**config.mk**
```make
export PLATFORM = sky130hd
export DESIGN_NAME = uart_tx_periph_flat
export DESIGN_NICKNAME = d
export VERILOG_FILES = /design/src/rtl/platform_pkg.sv /design/src/rtl/wishbone_if.sv /design/src/rtl/uart_tx_fifo.sv /design/src/rtl/uart_tx_periph.sv /design/src/flat_wrapper.sv
export SDC_FILE = /design/constraint.sdc
export NUM_CORES = 1
export LEC_CHECK = 0
export BUFFER_PORTS_ARGS = -buffer_cell sky130_fd_sc_hd__buf_4
export CAP_MARGIN = 5
export CORE_MARGIN = 2
export CORE_UTILIZATION = 45
export DETAILED_ROUTE_END_ITERATION = 8
export MAX_ROUTING_LAYER = met4
export SLEW_MARGIN = 30
export SYNTH_ARGS = -nofsm -noshare
export SYNTH_HDL_FRONTEND = slang
export SYNTH_HIERARCHICAL = 1
export SYNTH_SLANG_ARGS = --single-unit
```
**constraint.sdc**
```tcl
create_clock -name clk_i -period 4.6 [get_ports clk_i]
set_input_delay 0.23 -clock clk_i [delete_from_list [all_inputs] [get_ports clk_i]]
set_output_delay 0.23 -clock clk_i [all_outputs]
set_load 0.01 [all_outputs]
```
**src/rtl/platform_pkg.sv**
```systemverilog
// Shared platform definitions: peripheral Wishbone widths, UART_TX register
// offsets, status bit positions and the transmit FSM state type.
package platform_pkg;

  localparam int PERIPH_WB_AW = 16;
  localparam int PERIPH_WB_DW = 32;

  localparam logic [1:0] UART_TX_DATA_OFF   = 2'd0;
  localparam logic [1:0] UART_TX_STATUS_OFF = 2'd1;
  localparam logic [1:0] UART_TX_CTRL_OFF   = 2'd2;

  localparam int UART_TX_STAT_FULL_BIT   = 0;
  localparam int UART_TX_STAT_EMPTY_BIT  = 1;
  localparam int UART_TX_STAT_BUSY_BIT   = 2;
  localparam int UART_TX_STAT_OVF_BIT    = 3;
  localparam int UART_TX_CTRL_IRQ_EN_BIT = 16;

  typedef enum logic [1:0] {
    IDLE  = 2'd0,
    START = 2'd1,
    DATA  = 2'd2,
    STOP  = 2'd3
  } uart_tx_state_t;

endpackage

```
**src/rtl/wishbone_if.sv**
```systemverilog
// Pipelined Wishbone bus bundle used on the peripheral crossbar.
// Handshake: a request is any cycle with cyc&stb (stall never asserted here); each request gets exactly one ack or err.
interface wishbone_if #(
  parameter int AW = platform_pkg::PERIPH_WB_AW,
  parameter int DW = platform_pkg::PERIPH_WB_DW
);
  logic            cyc;
  logic            stb;
  logic            we;
  logic [AW-1:0]   addr;
  logic [DW-1:0]   wdata;
  logic [DW/8-1:0] sel;
  logic            ack;
  logic            err;
  logic            stall;
  logic [DW-1:0]   rdata;

  modport MASTER (output cyc, stb, we, addr, wdata, sel,
                  input  ack, err, stall, rdata);
  modport SLAVE  (input  cyc, stb, we, addr, wdata, sel,
                  output ack, err, stall, rdata);
endinterface

```
**src/rtl/uart_tx_fifo.sv**
```systemverilog
// Synchronous first-word-fall-through FIFO for the UART transmitter.
// A push while full is accepted only when a pop frees the slot in the same cycle.
module uart_tx_fifo #(
  parameter int DEPTH = 8,
  parameter int WIDTH = 8
) (
  input  logic             clk_i,
  input  logic             rst_i,
  input  logic             push_i,
  input  logic [WIDTH-1:0] data_i,
  input  logic             pop_i,
  output logic [WIDTH-1:0] data_o,
  output logic             full_o,
  output logic             empty_o
);

  localparam int PW = $clog2(DEPTH);
  localparam logic [PW:0] PTR_ONE = {{PW{1'b0}}, 1'b1};

  logic [PW:0]      wr_q, wr_d;
  logic [PW:0]      rd_q, rd_d;
  logic [WIDTH-1:0] mem_q [DEPTH];
  logic             do_push;
  logic             do_pop;

  // Extra pointer MSB distinguishes full from empty when the indices match.
  assign empty_o = (wr_q == rd_q);
  assign full_o  = (wr_q[PW] != rd_q[PW]) && (wr_q[PW-1:0] == rd_q[PW-1:0]);
  assign do_pop  = pop_i & ~empty_o;
  assign do_push = push_i & (~full_o | do_pop);
  assign data_o  = mem_q[rd_q[PW-1:0]];

  always_comb begin
    wr_d = wr_q;
    rd_d = rd_q;
    if (do_push) wr_d = wr_q + PTR_ONE;
    if (do_pop)  rd_d = rd_q + PTR_ONE;
  end

  always_ff @(posedge clk_i or posedge rst_i) begin
    if (rst_i) begin
      wr_q <= '0;
      rd_q <= '0;
    end else begin
      wr_q <= wr_d;
      rd_q <= rd_d;
    end
  end

  always_ff @(posedge clk_i) begin
    if (do_push) mem_q[wr_q[PW-1:0]] <= data_i;
  end

endmodule

```
**src/rtl/uart_tx_periph.sv**
```systemverilog
// Wishbone UART transmitter: TXDATA/STATUS/CTRL registers, TX FIFO and 8N1 bit FSM.
// Interrupt logic is present only when UART_TX_IRQ_EN is defined.
module uart_tx_periph
  import platform_pkg::*;
#(
  parameter int          FIFO_DEPTH = 8,
  parameter logic [15:0] DIV_RESET  = 16'd867
) (
  input  logic      clk_i,
  input  logic      rst_i,
  wishbone_if.SLAVE wb_if,
  output logic      tx_o,
  output logic      irq_o
);

  uart_tx_state_t state_q, state_d;
  logic [15:0]    baud_q, baud_d;
  logic [2:0]     bit_q, bit_d;
  logic [7:0]     shift_q, shift_d;
  logic [15:0]    divl_q, divl_d;
  logic           tx_q, tx_d;
  logic [15:0]    div_q, div_d;
  logic           ovf_q, ovf_d;
  logic           ack_q, ack_d;
  logic           err_q, err_d;
  logic [31:0]    rdata_q, rdata_d;

  logic       req, addr_ok, wr, rd, push_req, pop, busy, irq_en;
  logic [1:0] off;
  logic       fifo_full, fifo_empty;
  logic [7:0] fifo_data;
  logic [31:0] status_word, ctrl_word;
  logic       unused_wb;

  assign req      = wb_if.cyc & wb_if.stb;
  assign off      = wb_if.addr[1:0];
  assign addr_ok  = (wb_if.addr[PERIPH_WB_AW-1:2] == '0) && (off != 2'd3);
  assign wr       = req & addr_ok & wb_if.we;
  assign rd       = req & addr_ok & ~wb_if.we;
  assign push_req = wr & (off == UART_TX_DATA_OFF) & wb_if.sel[0];
  assign busy     = (state_q != IDLE);
  assign unused_wb = ^{wb_if.wdata[31:17], wb_if.wdata[16], wb_if.sel[3], wb_if.sel[2]};

  uart_tx_fifo #(.DEPTH(FIFO_DEPTH), .WIDTH(8)) u_fifo (
    .clk_i   (clk_i),
    .rst_i   (rst_i),
    .push_i  (push_req),
    .data_i  (wb_if.wdata[7:0]),
    .pop_i   (pop),
    .data_o  (fifo_data),
    .full_o  (fifo_full),
    .empty_o (fifo_empty)
  );

  always_comb begin
    status_word = '0;
    status_word[UART_TX_STAT_FULL_BIT]  = fifo_full;
    status_word[UART_TX_STAT_EMPTY_BIT] = fifo_empty;
    status_word[UART_TX_STAT_BUSY_BIT]  = busy;
    status_word[UART_TX_STAT_OVF_BIT]   = ovf_q;
    ctrl_word = {15'd0, irq_en, div_q};
  end

  // Register file and single-cycle Wishbone response.
  always_comb begin
    div_d   = div_q;
    ovf_d   = ovf_q;
    rdata_d = '0;
    ack_d   = req & addr_ok;
    err_d   = req & ~addr_ok;
    if (wr && off == UART_TX_CTRL_OFF) begin
      if (wb_if.sel[0]) div_d[7:0]  = wb_if.wdata[7:0];
      if (wb_if.sel[1]) div_d[15:8] = wb_if.wdata[15:8];
    end
    if (push_req && fifo_full && !pop) begin
      ovf_d = 1'b1;
    end else if (wr && off == UART_TX_STATUS_OFF && wb_if.sel[0] &&
                 wb_if.wdata[UART_TX_STAT_OVF_BIT]) begin
      ovf_d = 1'b0;
    end
    if (rd) begin
      case (off)
        UART_TX_STATUS_OFF: rdata_d = status_word;
        UART_TX_CTRL_OFF:   rdata_d = ctrl_word;
        default:            rdata_d = '0;
      endcase
    end
  end

  // Bit FSM: each state holds for divl+1 clocks; divisor is captured at every pop.
  always_comb begin
    state_d = state_q;
    baud_d  = baud_q;
    bit_d   = bit_q;
    shift_d = shift_q;
    divl_d  = divl_q;
    pop     = 1'b0;
    tx_d    = 1'b1;
    case (state_q)
      IDLE: begin
        if (!fifo_empty) begin
          pop     = 1'b1;
          shift_d = fifo_data;
          divl_d  = div_q;
          baud_d  = div_q;
          state_d = START;
        end
      end
      START: begin
        if (baud_q == 16'd0) begin
          baud_d  = divl_q;
          bit_d   = 3'd0;
          state_d = DATA;
        end else begin
          baud_d = baud_q - 16'd1;
        end
      end
      DATA: begin
        if (baud_q == 16'd0) begin
          baud_d = divl_q;
          if (bit_q == 3'd7) begin
            state_d = STOP;
          end else begin
            bit_d   = bit_q + 3'd1;
            shift_d = {1'b0, shift_q[7:1]};
          end
        end else begin
          baud_d = baud_q - 16'd1;
        end
      end
      STOP: begin
        if (baud_q == 16'd0) begin
          if (!fifo_empty) begin
            pop     = 1'b1;
            shift_d = fifo_data;
            divl_d  = div_q;
            baud_d  = div_q;
            state_d = START;
          end else begin
            state_d = IDLE;
          end
        end else begin
          baud_d = baud_q - 16'd1;
        end
      end
      default: state_d = IDLE;
    endcase
    case (state_d)
      START:   tx_d = 1'b0;
      DATA:    tx_d = shift_d[0];
      default: tx_d = 1'b1;
    endcase
  end

  always_ff @(posedge clk_i or posedge rst_i) begin
    if (rst_i) begin
      state_q <= IDLE;
      baud_q  <= '0;
      bit_q   <= '0;
      shift_q <= '0;
      divl_q  <= DIV_RESET;
      tx_q    <= 1'b1;
      div_q   <= DIV_RESET;
      ovf_q   <= 1'b0;
      ack_q   <= 1'b0;
      err_q   <= 1'b0;
      rdata_q <= '0;
    end else begin
      state_q <= state_d;
      baud_q  <= baud_d;
      bit_q   <= bit_d;
      shift_q <= shift_d;
      divl_q  <= divl_d;
      tx_q    <= tx_d;
      div_q   <= div_d;
      ovf_q   <= ovf_d;
      ack_q   <= ack_d;
      err_q   <= err_d;
      rdata_q <= rdata_d;
    end
  end

`ifdef UART_TX_IRQ_EN
  logic irq_en_q;
  logic irq_q;

  always_ff @(posedge clk_i or posedge rst_i) begin
    if (rst_i) begin
      irq_en_q <= 1'b0;
      irq_q    <= 1'b0;
    end else begin
      if (wr && off == UART_TX_CTRL_OFF && wb_if.sel[2])
        irq_en_q <= wb_if.wdata[UART_TX_CTRL_IRQ_EN_BIT];
      irq_q <= irq_en_q & ((fifo_empty & ~busy) | ovf_q);
    end
  end

  assign irq_en = irq_en_q;
  assign irq_o  = irq_q;
`else
  assign irq_en = 1'b0;
  assign irq_o  = 1'b0;
`endif

  // A master that drops cyc abandons its outstanding response.
  assign wb_if.ack   = ack_q & wb_if.cyc;
  assign wb_if.err   = err_q & wb_if.cyc;
  assign wb_if.stall = 1'b0;
  assign wb_if.rdata = rdata_q;
  assign tx_o        = tx_q;

endmodule

```
**src/flat_wrapper.sv**
```systemverilog
// flat-port wrapper written by rule: the top's interface ports become plain ports
module uart_tx_periph_flat import platform_pkg::*;
#(
  parameter int          FIFO_DEPTH = 8,
  parameter logic [15:0] DIV_RESET  = 16'd867
)
  (clk_i, rst_i, tx_o, irq_o, wb_if_cyc, wb_if_stb, wb_if_we, wb_if_addr, wb_if_wdata, wb_if_sel, wb_if_ack, wb_if_err, wb_if_stall, wb_if_rdata);
  wishbone_if #(.AW(PERIPH_WB_AW), .DW(PERIPH_WB_DW)) wb_if_i ();
  input  logic clk_i;
  input  logic rst_i;
  output logic tx_o;
  output logic irq_o;
  input wire logic [$bits(wb_if_i.cyc)-1:0] wb_if_cyc;
  input wire logic [$bits(wb_if_i.stb)-1:0] wb_if_stb;
  input wire logic [$bits(wb_if_i.we)-1:0] wb_if_we;
  input wire logic [$bits(wb_if_i.addr)-1:0] wb_if_addr;
  input wire logic [$bits(wb_if_i.wdata)-1:0] wb_if_wdata;
  input wire logic [$bits(wb_if_i.sel)-1:0] wb_if_sel;
  output wire logic [$bits(wb_if_i.ack)-1:0] wb_if_ack;
  output wire logic [$bits(wb_if_i.err)-1:0] wb_if_err;
  output wire logic [$bits(wb_if_i.stall)-1:0] wb_if_stall;
  output wire logic [$bits(wb_if_i.rdata)-1:0] wb_if_rdata;
  assign wb_if_i.cyc = wb_if_cyc;
  assign wb_if_i.stb = wb_if_stb;
  assign wb_if_i.we = wb_if_we;
  assign wb_if_i.addr = wb_if_addr;
  assign wb_if_i.wdata = wb_if_wdata;
  assign wb_if_i.sel = wb_if_sel;
  assign wb_if_ack = wb_if_i.ack;
  assign wb_if_err = wb_if_i.err;
  assign wb_if_stall = wb_if_i.stall;
  assign wb_if_rdata = wb_if_i.rdata;
  uart_tx_periph #(.FIFO_DEPTH(FIFO_DEPTH), .DIV_RESET(DIV_RESET)) u_core (.clk_i(clk_i), .rst_i(rst_i), .wb_if(wb_if_i), .tx_o(tx_o), .irq_o(irq_o));
endmodule
```
==> results of run 1 <==
## flip-flops by register name, indices dropped and copies added, names as in the netlist
name / flops
u_core/u_fifo/mem_q: 64
u_core/baud_q: 16
u_core/div_q: 16
u_core/divl_q: 16
u_core/wb_if.rdata: 16
u_core/shift_q: 8
u_core/u_fifo/rd_q: 4
u_core/u_fifo/wr_q: 4
u_core/bit_q: 3
u_core/state_q: 2
u_core/ack_q: 1
u_core/err_q: 1
u_core/ovf_q: 1
u_core/tx_o: 1
## kinds of logic (layout without fill, tap and decap cells)
group / Yosys count / count (layout) / share of synthesized area (%)
XOR/XNOR: 19 / 19 / 2.61
flip-flops: 153 / 153 / 57.6
buffers and inverters: 60 / 118 / 4.99
adder cells (fa/ha/maj): 14 / 14 / 2.42
other: 1 / 18 / 0.0519
AO/OA/AOI/OAI: 80 / 80 / 7.46
AND/OR/NAND/NOR: 140 / 140 / 10.3
multiplexers: 79 / 79 / 14.5
## per-layer routing
layer	wire length [um]	track usage, %	vias up
met2	6930	29.4	119
li1	-	-	2118
met5	0	-	-
met1	6950	25.8	2262
met4	209	6.51	0
met3	595	4.19	17
## power by group
group | internal, mW | switching (mW) | leakage (nW) | total (mW)
Combinational | 0.153 | 0.341 | 1.61 | 0.495
Clock | 0.794 | 0.536 | 0.271 | 1.33
Sequential | 1.45 | 0.0181 | 1.76 | 1.47
## cell type report
type                            instances  area [um2]  area share [%]
Sequential cell                       153        4170            49.8
Multi-Input combinational cell        350        2770            33.1
Timing Repair Buffer                   73         551            6.58
Clock buffer                           19         433            5.17
Tap cell                              216         270            3.23
Clock inverter                         13         129            1.54
Inverter                               13        50.0           0.598
## cell usage after synthesis, drive strengths merged, types with 2 or more instances
cell and instances:
dfrtp 76, edfxtp 64, mux2 46, buf 35, nor2 33, nand2 31
a21oi 18, mux2i 17, and2 16, mux4 16, ha 14, nor3 14
dfstp 13, inv 13, o22ai 13, clkbuf 12, o21ai 12, nand3 11
xnor2 11, a22oi 10, nor4 10, nand4 9, xor2 8, o2bb2ai 7
o31ai 4, a31oi 3, and4 3, nand2b 3, nand3b 3, nor3b 2
nor4b 2, o211ai 2, o311ai 2
## how the worst min path moves through the flow
stage,to,slack [ns],depth (start not counted)
6_report,u_core/div_q[12],0.05,2
2_1_floorplan,u_core/u_fifo/rd_q[0],0.05,1
5_1_grt,u_core/div_q[12],0.03,2
3_5_place_dp,u_core/wb_if.rdata[0],0.22,2
3_3_place_gp,u_core/u_fifo/wr_q[0],0.22,2
4_1_cts,u_core/div_q[12],0.03,2
## repair_timing
| action | in CTS | in global routing |
|---|---|---|
| endpoints found under the setup margin | 0 | 0 |
| resized for setup | 0 | 0 |
| hold buffers | 1 | 0 |
| hold endpoints to repair | 24 | 0 |
==> report_table.html, run 1 <==
<table>
<tr><th>Metric</th><th>Value</th></tr>
<tr><th colspan="2">Power and ir drop</th></tr>
<tr><td>Max VDD drop</td><td>0.266 mV</td></tr>
<tr><td>Areal power density over the cells</td><td>394 mW/mm2</td></tr>
<tr><td>Leak</td><td>roughly 3.6 nW</td></tr>
<tr><td>Power Total</td><td>3.29 mW</td></tr>
<tr><th colspan="2">STA</th></tr>
<tr><td>Worst hold slack after final layout</td><td>0.0457 ns</td></tr>
<tr><td>Final hold violation count</td><td>0</td></tr>
<tr><td>Highest Clock Rate</td><td>approximately 0.3 GHz</td></tr>
<tr><td>Setup skew after layout</td><td>~0.011 ns</td></tr>
<tr><td>Portion of the clock cycle consumed by the worst path in the final layout</td><td>between 70% and 80%</td></tr>
<tr><td>Final worst-path setup slack</td><td>about 1.3 ns</td></tr>
<tr><td>Number of pins exceeding their max-slew limit in the final report</td><td>0</td></tr>
<tr><td>RSZ-0062 raised after global routing</td><td>no</td></tr>
<tr><td>Sum of negative setup slack</td><td>0 ns</td></tr>
<tr><td>Final Critical Period</td><td>3.28 ns</td></tr>
<tr><td>Number of failing setup endpoints in the final timing report</td><td>0</td></tr>
<tr><td>Worst rel slew slack</td><td>between 30% and 40%</td></tr>
<tr><td>Tightest Pin Transition</td><td>0.995 ns</td></tr>
<tr><th colspan="2">Floorplan</th></tr>
<tr><td>Total core area</td><td>between 0.015 and 0.02 mm2</td></tr>
<tr><td>Height of the die</td><td>roughly 130 um</td></tr>
<tr><td>I/O pin count</td><td>94</td></tr>
<tr><td>Placement Rows</td><td>46</td></tr>
<tr><td>Die Wd</td><td>between 100 and 150 um</td></tr>
<tr><td>DIE AREA</td><td>between 0.015 and 0.02 mm2</td></tr>
<tr><td>Initial core utilization</td><td>about 46%</td></tr>
<tr><th colspan="2">Final layout</th></tr>
<tr><td>Fraction of final layout cells sized beyond drive strength 1</td><td>slightly above 30%</td></tr>
<tr><td>Synthesis-to-finish area growth</td><td>15.8%</td></tr>
<tr><td>Final nets</td><td>about 680</td></tr>
<tr><td>Leading cell types in the layout, fill and taps excluded</td><td>76 x sky130_fd_sc_hd__dfrtp_1, 72 x sky130_fd_sc_hd__buf_4, 64 x sky130_fd_sc_hd__edfxtp_1</td></tr>
<tr><td>Layout Cells excl Fill</td><td>roughly 840</td></tr>
<tr><td>Post-Route Utilization</td><td>53.1%</td></tr>
<tr><td>Final design instance area without fill</td><td>between 0.008 and 0.009 mm2</td></tr>
<tr><td>Most common cell after layout, fill and taps aside</td><td>sky130_fd_sc_hd__dfrtp_1</td></tr>
<tr><td>Fill cell total of the finished layout</td><td>1365</td></tr>
<tr><td>Diodes inserted</td><td>0</td></tr>
<tr><th colspan="2">Critical path</th></tr>
<tr><td>Critical path arrival</td><td>3.33 ns</td></tr>
<tr><td>Startpoint type of the worst setup path</td><td>flop</td></tr>
<tr><td>Setup slack, reg-to-reg</td><td>approximately 1.3 ns</td></tr>
<tr><td>Family with the most delay on the worst path</td><td>simple AND/OR/NAND/NOR gates</td></tr>
<tr><td>Largest driver fanout on the critical path</td><td>17</td></tr>
<tr><td>Sequence of cells on the critical path</td><td>nor4_4, and4_1, buf_4, a21oi_2, buf_4, nor3_1, buf_4, o31ai_1, nor3_2</td></tr>
<tr><td>Startpoint of the most critical register-to-register path</td><td>u_core/baud_q[8]</td></tr>
<tr><td>Type of the setup path with the least slack</td><td>flop to flop</td></tr>
<tr><td>Crit path buffers/inverters</td><td>3</td></tr>
<tr><td>Number of cells on the critical path</td><td>9</td></tr>
<tr><td>Setup crit end kind</td><td>flop</td></tr>
<tr><td>Crit-path max cell delay</td><td>about 0.64 ns</td></tr>
<tr><td>Length in cells of the worst reg-to-reg path</td><td>9</td></tr>
<tr><td>Dominant cell type by count on the critical path</td><td>sky130_fd_sc_hd__buf_4</td></tr>
<tr><td>Worst path required time</td><td>approximately 4.7 ns</td></tr>
<tr><td>Library cell contributing the largest single delay on the critical path</td><td>sky130_fd_sc_hd__nor3_2</td></tr>
<tr><td>Timing endpoint of the critical path</td><td>u_core/u_fifo/mem_q[6][3]</td></tr>
<tr><td>Start point of the critical path</td><td>u_core/baud_q[8]</td></tr>
<tr><td>RR Endpoint</td><td>u_core/u_fifo/mem_q[6][3]</td></tr>
<tr><th colspan="2">Clock network</th></tr>
<tr><td>Count of H-tree levels built during CTS</td><td>4</td></tr>
<tr><td>Number of buffers on the longest clock path</td><td>2</td></tr>
<tr><td># clock sinks</td><td>153</td></tr>
<tr><td>Cell at the root of the clock tree</td><td>sky130_fd_sc_hd__clkbuf_16</td></tr>
<tr><td>TritonCTS clock tree</td><td>yes</td></tr>
<tr><td>Number of setup buffers added after CTS</td><td>0</td></tr>
<tr><td>Clock buffer count from CTS</td><td>17</td></tr>
<tr><td>Clock-pin transition on the worst setup and hold timing paths</td><td>roughly 0.060 ns</td></tr>
<tr><td>Clk_lat worst skew</td><td>between 0.4 and 0.5 ns</td></tr>
<tr><th colspan="2">Route</th></tr>
<tr><td>Routed WL</td><td>between 10000 and 15000 um</td></tr>
<tr><td>Number of vias after detailed routing</td><td>between 4000 and 5000</td></tr>
<tr><td>Ratio of routed vias to standard cells</td><td>5.40</td></tr>
<tr><td>Antenna violation net count after detailed routing</td><td>0</td></tr>
<tr><td>DRC violation count after routing</td><td>0</td></tr>
<tr><td>DRT Pass-1 Iters</td><td>5</td></tr>
<tr><td>Average routed wire per standard cell</td><td>about 18 um</td></tr>
<tr><td>Iteration-0 DRC count of the detailed router</td><td>308</td></tr>
<tr><th colspan="2">Yosys</th></tr>
<tr><td>Primary flip-flop cell chosen by synthesis mapping</td><td>sky130_fd_sc_hd__dfrtp_1</td></tr>
<tr><td>Count of unique library cells instantiated by Yosys</td><td>58</td></tr>
<tr><td>Cell Area, Synth</td><td>between 0.007 and 0.008 mm2</td></tr>
<tr><td>Average instance area after synthesis</td><td>around 13 um2</td></tr>
<tr><td>Library cell occupying the most area in the post-synthesis netlist</td><td>sky130_fd_sc_hd__edfxtp_1</td></tr>
<tr><td>Synth warn</td><td>6</td></tr>
<tr><td>Cell types with the largest area share after synthesis</td><td>sky130_fd_sc_hd__edfxtp_1 27%, sky130_fd_sc_hd__dfrtp_1 26%, sky130_fd_sc_hd__mux2_2 7.2%, sky130_fd_sc_hd__mux4_2 5.0%, sky130_fd_sc_hd__dfstp_2 4.7%</td></tr>
<tr><td>Fraction of registers with async set/reset</td><td>roughly three fifths</td></tr>
<tr><td>EDFF count, synth</td><td>64</td></tr>
<tr><td>Post-Synthesis Cells</td><td>around 550</td></tr>
<tr><td>Share of Yosys cell area claimed by the top area cell type</td><td>between 20% and 30%</td></tr>
<tr><td>Proportion of synthesized chip area in sequential cells</td><td>around 58%</td></tr>
<tr><td>Flop and latch count out of synthesis</td><td>153</td></tr>
<tr><th colspan="2">GRT</th></tr>
<tr><td>Global-route wire length before repair</td><td>approximately 24000 um</td></tr>
<tr><td>Grt total ovfl</td><td>0</td></tr>
<tr><td>Initial antenna violation count</td><td>0</td></tr>
<tr><td>Maximum number of pins on one net before global-route repair</td><td>63</td></tr>
<tr><td>All-layer global routing usage</td><td>between 10% and 20%</td></tr>
<tr><td>Vias in the first global route</td><td>approximately 4600</td></tr>
<tr><th colspan="2">Min path</th></tr>
<tr><td>Source of the worst hold timing path</td><td>wb_if_wdata[12]</td></tr>
<tr><td>HP Class</td><td>input port to flop</td></tr>
<tr><th colspan="2">Placement</th></tr>
<tr><td>Buffers on Ports</td><td>57</td></tr>
<tr><td>DP Cell Count</td><td>~800</td></tr>
<tr><td>Post-place setup slack</td><td>~1.4 ns</td></tr>
<tr><td>Post-detailed-placement cell area</td><td>about 0.008 mm2</td></tr>
<tr><td>Routability Congestion</td><td>~0.83</td></tr>
<tr><td>Placed wire-length estimate after detailed placement</td><td>9860 um</td></tr>
<tr><th colspan="2">Run</th></tr>
<tr><td>Number of max-capacitance violations reported</td><td>0</td></tr>
<tr><th colspan="2">Run status</th></tr>
<tr><td>Status</td><td>complete, no violations</td></tr>
</table>
Power figures use the tool's default switching activity.
==> run 2, diff against run 1 <==
--- a/config.mk
+++ b/config.mk
@@ -11,6 +11,7 @@
 export CORE_UTILIZATION = 45
 export DETAILED_ROUTE_END_ITERATION = 8
 export MAX_ROUTING_LAYER = met4
+export PLACE_DENSITY = 0.67
 export SLEW_MARGIN = 30
 export SYNTH_ARGS = -nofsm -noshare
 export SYNTH_HDL_FRONTEND = slang
==> constraint.sdc (replaced) <==
create_clock -name clk_i -period 2.9 [get_ports clk_i]
set_input_delay 0.145 -clock clk_i [delete_from_list [all_inputs] [get_ports clk_i]]
set_output_delay 0.145 -clock clk_i [all_outputs]
set_load 0.01 [all_outputs]
==> report_table.html, run 2 (synthesis gave the netlist of run 1 again) <==
<table>
<tr><th>Metric</th><th>Value</th></tr>
<tr><th colspan="2">Critical path</th></tr>
<tr><td>Timing endpoint of the critical path</td><td>u_core/u_fifo/mem_q[2][4]</td></tr>
<tr><td>Setup crit end kind</td><td>flop</td></tr>
<tr><td>Worst path required time</td><td>3.02 ns</td></tr>
<tr><td>Start point of the critical path</td><td>u_core/baud_q[11]</td></tr>
<tr><td>Startpoint of the most critical register-to-register path</td><td>u_core/baud_q[11]</td></tr>
<tr><td>Length in cells of the worst reg-to-reg path</td><td>9</td></tr>
<tr><td>Startpoint type of the worst setup path</td><td>flop</td></tr>
<tr><td>Critical path arrival</td><td>~2.9 ns</td></tr>
<tr><td>RR Endpoint</td><td>u_core/u_fifo/mem_q[2][4]</td></tr>
<tr><td>Type of the setup path with the least slack</td><td>flop to flop</td></tr>
<tr><td>Largest driver fanout on the critical path</td><td>9</td></tr>
<tr><td>Setup slack, reg-to-reg</td><td>0.17 ns</td></tr>
<tr><th colspan="2">GRT</th></tr>
<tr><td>Maximum number of pins on one net before global-route repair</td><td>29</td></tr>
<tr><td>Grt total ovfl</td><td>0</td></tr>
<tr><td>All-layer global routing usage</td><td>a little under 20%</td></tr>
<tr><td>Initial antenna violation count</td><td>0</td></tr>
<tr><td>Vias in the first global route</td><td>between 4000 and 5000</td></tr>
<tr><td>Global-route wire length before repair</td><td>around 25000 um</td></tr>
<tr><th colspan="2">Placement</th></tr>
<tr><td>Buffers on Ports</td><td>57</td></tr>
<tr><td>Routability Congestion</td><td>0.882</td></tr>
<tr><td>Placed wire-length estimate after detailed placement</td><td>around 10000 um</td></tr>
<tr><td>Post-detailed-placement cell area</td><td>around 0.0080 mm2</td></tr>
<tr><th colspan="2">Power and ir drop</th></tr>
<tr><td>Areal power density over the cells</td><td>619 mW/mm2</td></tr>
<tr><td>Max VDD drop</td><td>about 0.45 mV</td></tr>
<tr><td>Leak</td><td>3.83 nW</td></tr>
<tr><th colspan="2">STA</th></tr>
<tr><td>Highest Clock Rate</td><td>0.366 GHz</td></tr>
<tr><td>Worst hold slack after final layout</td><td>about 0.071 ns</td></tr>
<tr><td>Final hold violation count</td><td>0</td></tr>
<tr><td>Number of failing setup endpoints in the final timing report</td><td>0</td></tr>
<tr><td>Tightest Pin Transition</td><td>~0.74 ns</td></tr>
<tr><td>Final Critical Period</td><td>between 2 and 3 ns</td></tr>
<tr><td>Number of pins exceeding their max-slew limit in the final report</td><td>0</td></tr>
<tr><td>Sum of negative setup slack</td><td>0 ns</td></tr>
<tr><td>Setup skew after layout</td><td>approximately 0.0087 ns</td></tr>
<tr><td>Worst rel slew slack</td><td>between 40% and 50%</td></tr>
<tr><td>RSZ-0062 raised after global routing</td><td>no</td></tr>
<tr><td>Portion of the clock cycle consumed by the worst path in the final layout</td><td>a little over nine tenths</td></tr>
<tr><th colspan="2">Route</th></tr>
<tr><td>Detail Route met3 WL</td><td>653 um</td></tr>
<tr><td>Uppermost layer routed</td><td>met4</td></tr>
<tr><td>DR WL met2</td><td>roughly 7400 um</td></tr>
<tr><td>DRT Pass-1 Iters</td><td>4</td></tr>
<tr><td>Number of vias after detailed routing</td><td>about 4700</td></tr>
<tr><td>Iteration-0 DRC count of the detailed router</td><td>287</td></tr>
<tr><td>WL met1</td><td>6900 um</td></tr>
<tr><td>Average routed wire per standard cell</td><td>around 18 um</td></tr>
<tr><td>Ratio of routed vias to standard cells</td><td>5.42</td></tr>
<tr><td>DRC violation count after routing</td><td>0</td></tr>
<tr><td>Antenna violation net count after detailed routing</td><td>0</td></tr>
<tr><td>Routed WL</td><td>between 15000 and 20000 um</td></tr>
<tr><th colspan="2">Clock network</th></tr>
<tr><td>Cell at the root of the clock tree</td><td>sky130_fd_sc_hd__clkbuf_16</td></tr>
<tr><td>Clock buffer count from CTS</td><td>17</td></tr>
<tr><td># clock sinks</td><td>approximately 150</td></tr>
<tr><td>Clk_lat worst skew</td><td>0.43 ns</td></tr>
<tr><td>TritonCTS clock tree</td><td>yes</td></tr>
<tr><td>Number of buffers on the longest clock path</td><td>2</td></tr>
<tr><td>Count of H-tree levels built during CTS</td><td>4</td></tr>
<tr><td>Number of setup buffers added after CTS</td><td>0</td></tr>
<tr><td>Clock-pin transition on the worst setup and hold timing paths</td><td>0.06 ns</td></tr>
<tr><th colspan="2">Run status</th></tr>
<tr><td>Status</td><td>complete, no violations</td></tr>
<tr><th colspan="2">Final layout</th></tr>
<tr><td>Post-Route Utilization</td><td>around 56%</td></tr>
<tr><td>Sequential cell area</td><td>roughly 0.0042 mm2</td></tr>
<tr><td>Flip-flop count of the largest register, all copies and words added</td><td>between 60 and 70</td></tr>
<tr><td>Fraction of final layout cells sized beyond drive strength 1</td><td>between 30% and 40%</td></tr>
<tr><td>Fill cell total of the finished layout</td><td>1297</td></tr>
<tr><td>Final design instance area without fill</td><td>around 0.0088 mm2</td></tr>
<tr><td>Area of the multi-input gates</td><td>~0.0028 mm2</td></tr>
<tr><td>Synthesis-to-finish area growth</td><td>21.3%</td></tr>
<tr><td>Leading cell types in the layout, fill and taps excluded</td><td>89 x sky130_fd_sc_hd__buf_4, 76 x sky130_fd_sc_hd__dfrtp_1, 64 x sky130_fd_sc_hd__edfxtp_1</td></tr>
<tr><td>Diodes inserted</td><td>0</td></tr>
<tr><td>Final nets</td><td>around 710</td></tr>
<tr><td>Most common cell after layout, fill and taps aside</td><td>sky130_fd_sc_hd__buf_4</td></tr>
<tr><th colspan="2">Floorplan</th></tr>
<tr><td>Total core area</td><td>about 0.016 mm2</td></tr>
<tr><td>Placement Rows</td><td>46</td></tr>
<tr><td>I/O pin count</td><td>between 90 and 100</td></tr>
<tr><td>DIE AREA</td><td>approximately 0.017 mm2</td></tr>
<tr><td>Die Wd</td><td>between 100 and 150 um</td></tr>
<tr><td>Height of the die</td><td>131 um</td></tr>
<tr><td>Initial core utilization</td><td>between 40% and 50%</td></tr>
<tr><th colspan="2">Run</th></tr>
<tr><td>Number of max-capacitance violations reported</td><td>0</td></tr>
<tr><th colspan="2">Min path</th></tr>
<tr><td>HP Class</td><td>input port to flop</td></tr>
</table>
run 2: changes by cell type in the layout (fill, tap and decap cells not counted), moves of 3 or more:
cell,before,now
sky130_fd_sc_hd__nor4_1,9,6
sky130_fd_sc_hd__clkinv_2,6,1
sky130_fd_sc_hd__buf_4,72,89
sky130_fd_sc_hd__clkbuf_8,0,3
sky130_fd_sc_hd__nor4_2,0,3
sky130_fd_sc_hd__dlygate4sd3_1,1,19
run 2: critical path: stages, from the launching register on:
cell	delay, ns
sky130_fd_sc_hd__dfrtp_1	0.44
sky130_fd_sc_hd__nor4_1	0.46
sky130_fd_sc_hd__and4_1	0.33
sky130_fd_sc_hd__a21oi_2	0.08
sky130_fd_sc_hd__nor3_1	0.21
sky130_fd_sc_hd__buf_4	0.17
sky130_fd_sc_hd__buf_4	0.16
sky130_fd_sc_hd__o31ai_1	0.12
sky130_fd_sc_hd__nor3_1	0.23
sky130_fd_sc_hd__buf_4	0.24
run 2: cell type report:
cell class	instances	share of cell area (%)
inverters	13	0.571
repair buffers	108	9.79
multi-input cells	350	32.1
clock inverters	8	1.23
clock buffers	24	5.74
well taps	216	3.08
flip-flops and latches	153	47.5
run 2: through the flow:
stage	power (mW)	setup WS, ns	cells
4_1_cts	5.45	0.0841	872
5_1_grt	5.64	0.00269	872
3_3_place_gp	3.16	0.190	821
2_1_floorplan	2.92	-0.0896	563
3_5_place_dp	3.19	0.117	821
6_report	5.42	0.166	872
run 2: power by group:
| group | total (mW) | switching (mW) | internal, mW |
|---|---|---|---|
| Combinational | 0.842 | 0.567 | 0.276 |
| Clock | 2.25 | 0.856 | 1.39 |
| Sequential | 2.33 | 0.0278 | 2.30 |
| Total | 5.42 | 1.45 | 3.97 |
run 2: how the worst min path moves through the flow:
stage	start	end	depth (start not counted)
final	wb_if_sel[0]	u_core/ovf_q	4
after detailed placement	rst_i	u_core/u_fifo/rd_q[0]	2
after CTS	wb_if_sel[0]	u_core/ovf_q	4
after global routing	wb_if_we	u_core/wb_if.rdata[3]	3
after floorplan	rst_i	u_core/u_fifo/rd_q[0]	1
after global placement	rst_i	u_core/u_fifo/rd_q[1]	2
run 2: layer usage:
metal  global-route usage (%)  vias up
met4                     7.07        0
met5                        -        -
li1                         -     2181
met1                     26.1     2374
met3                     4.23       21
met2                     30.7      146
run 2: repair_timing:
item	in CTS	in global routing
resized for setup	0	1
hold buffers	19	0
hold endpoints to repair	106	0
setup endpoints to repair	0	8
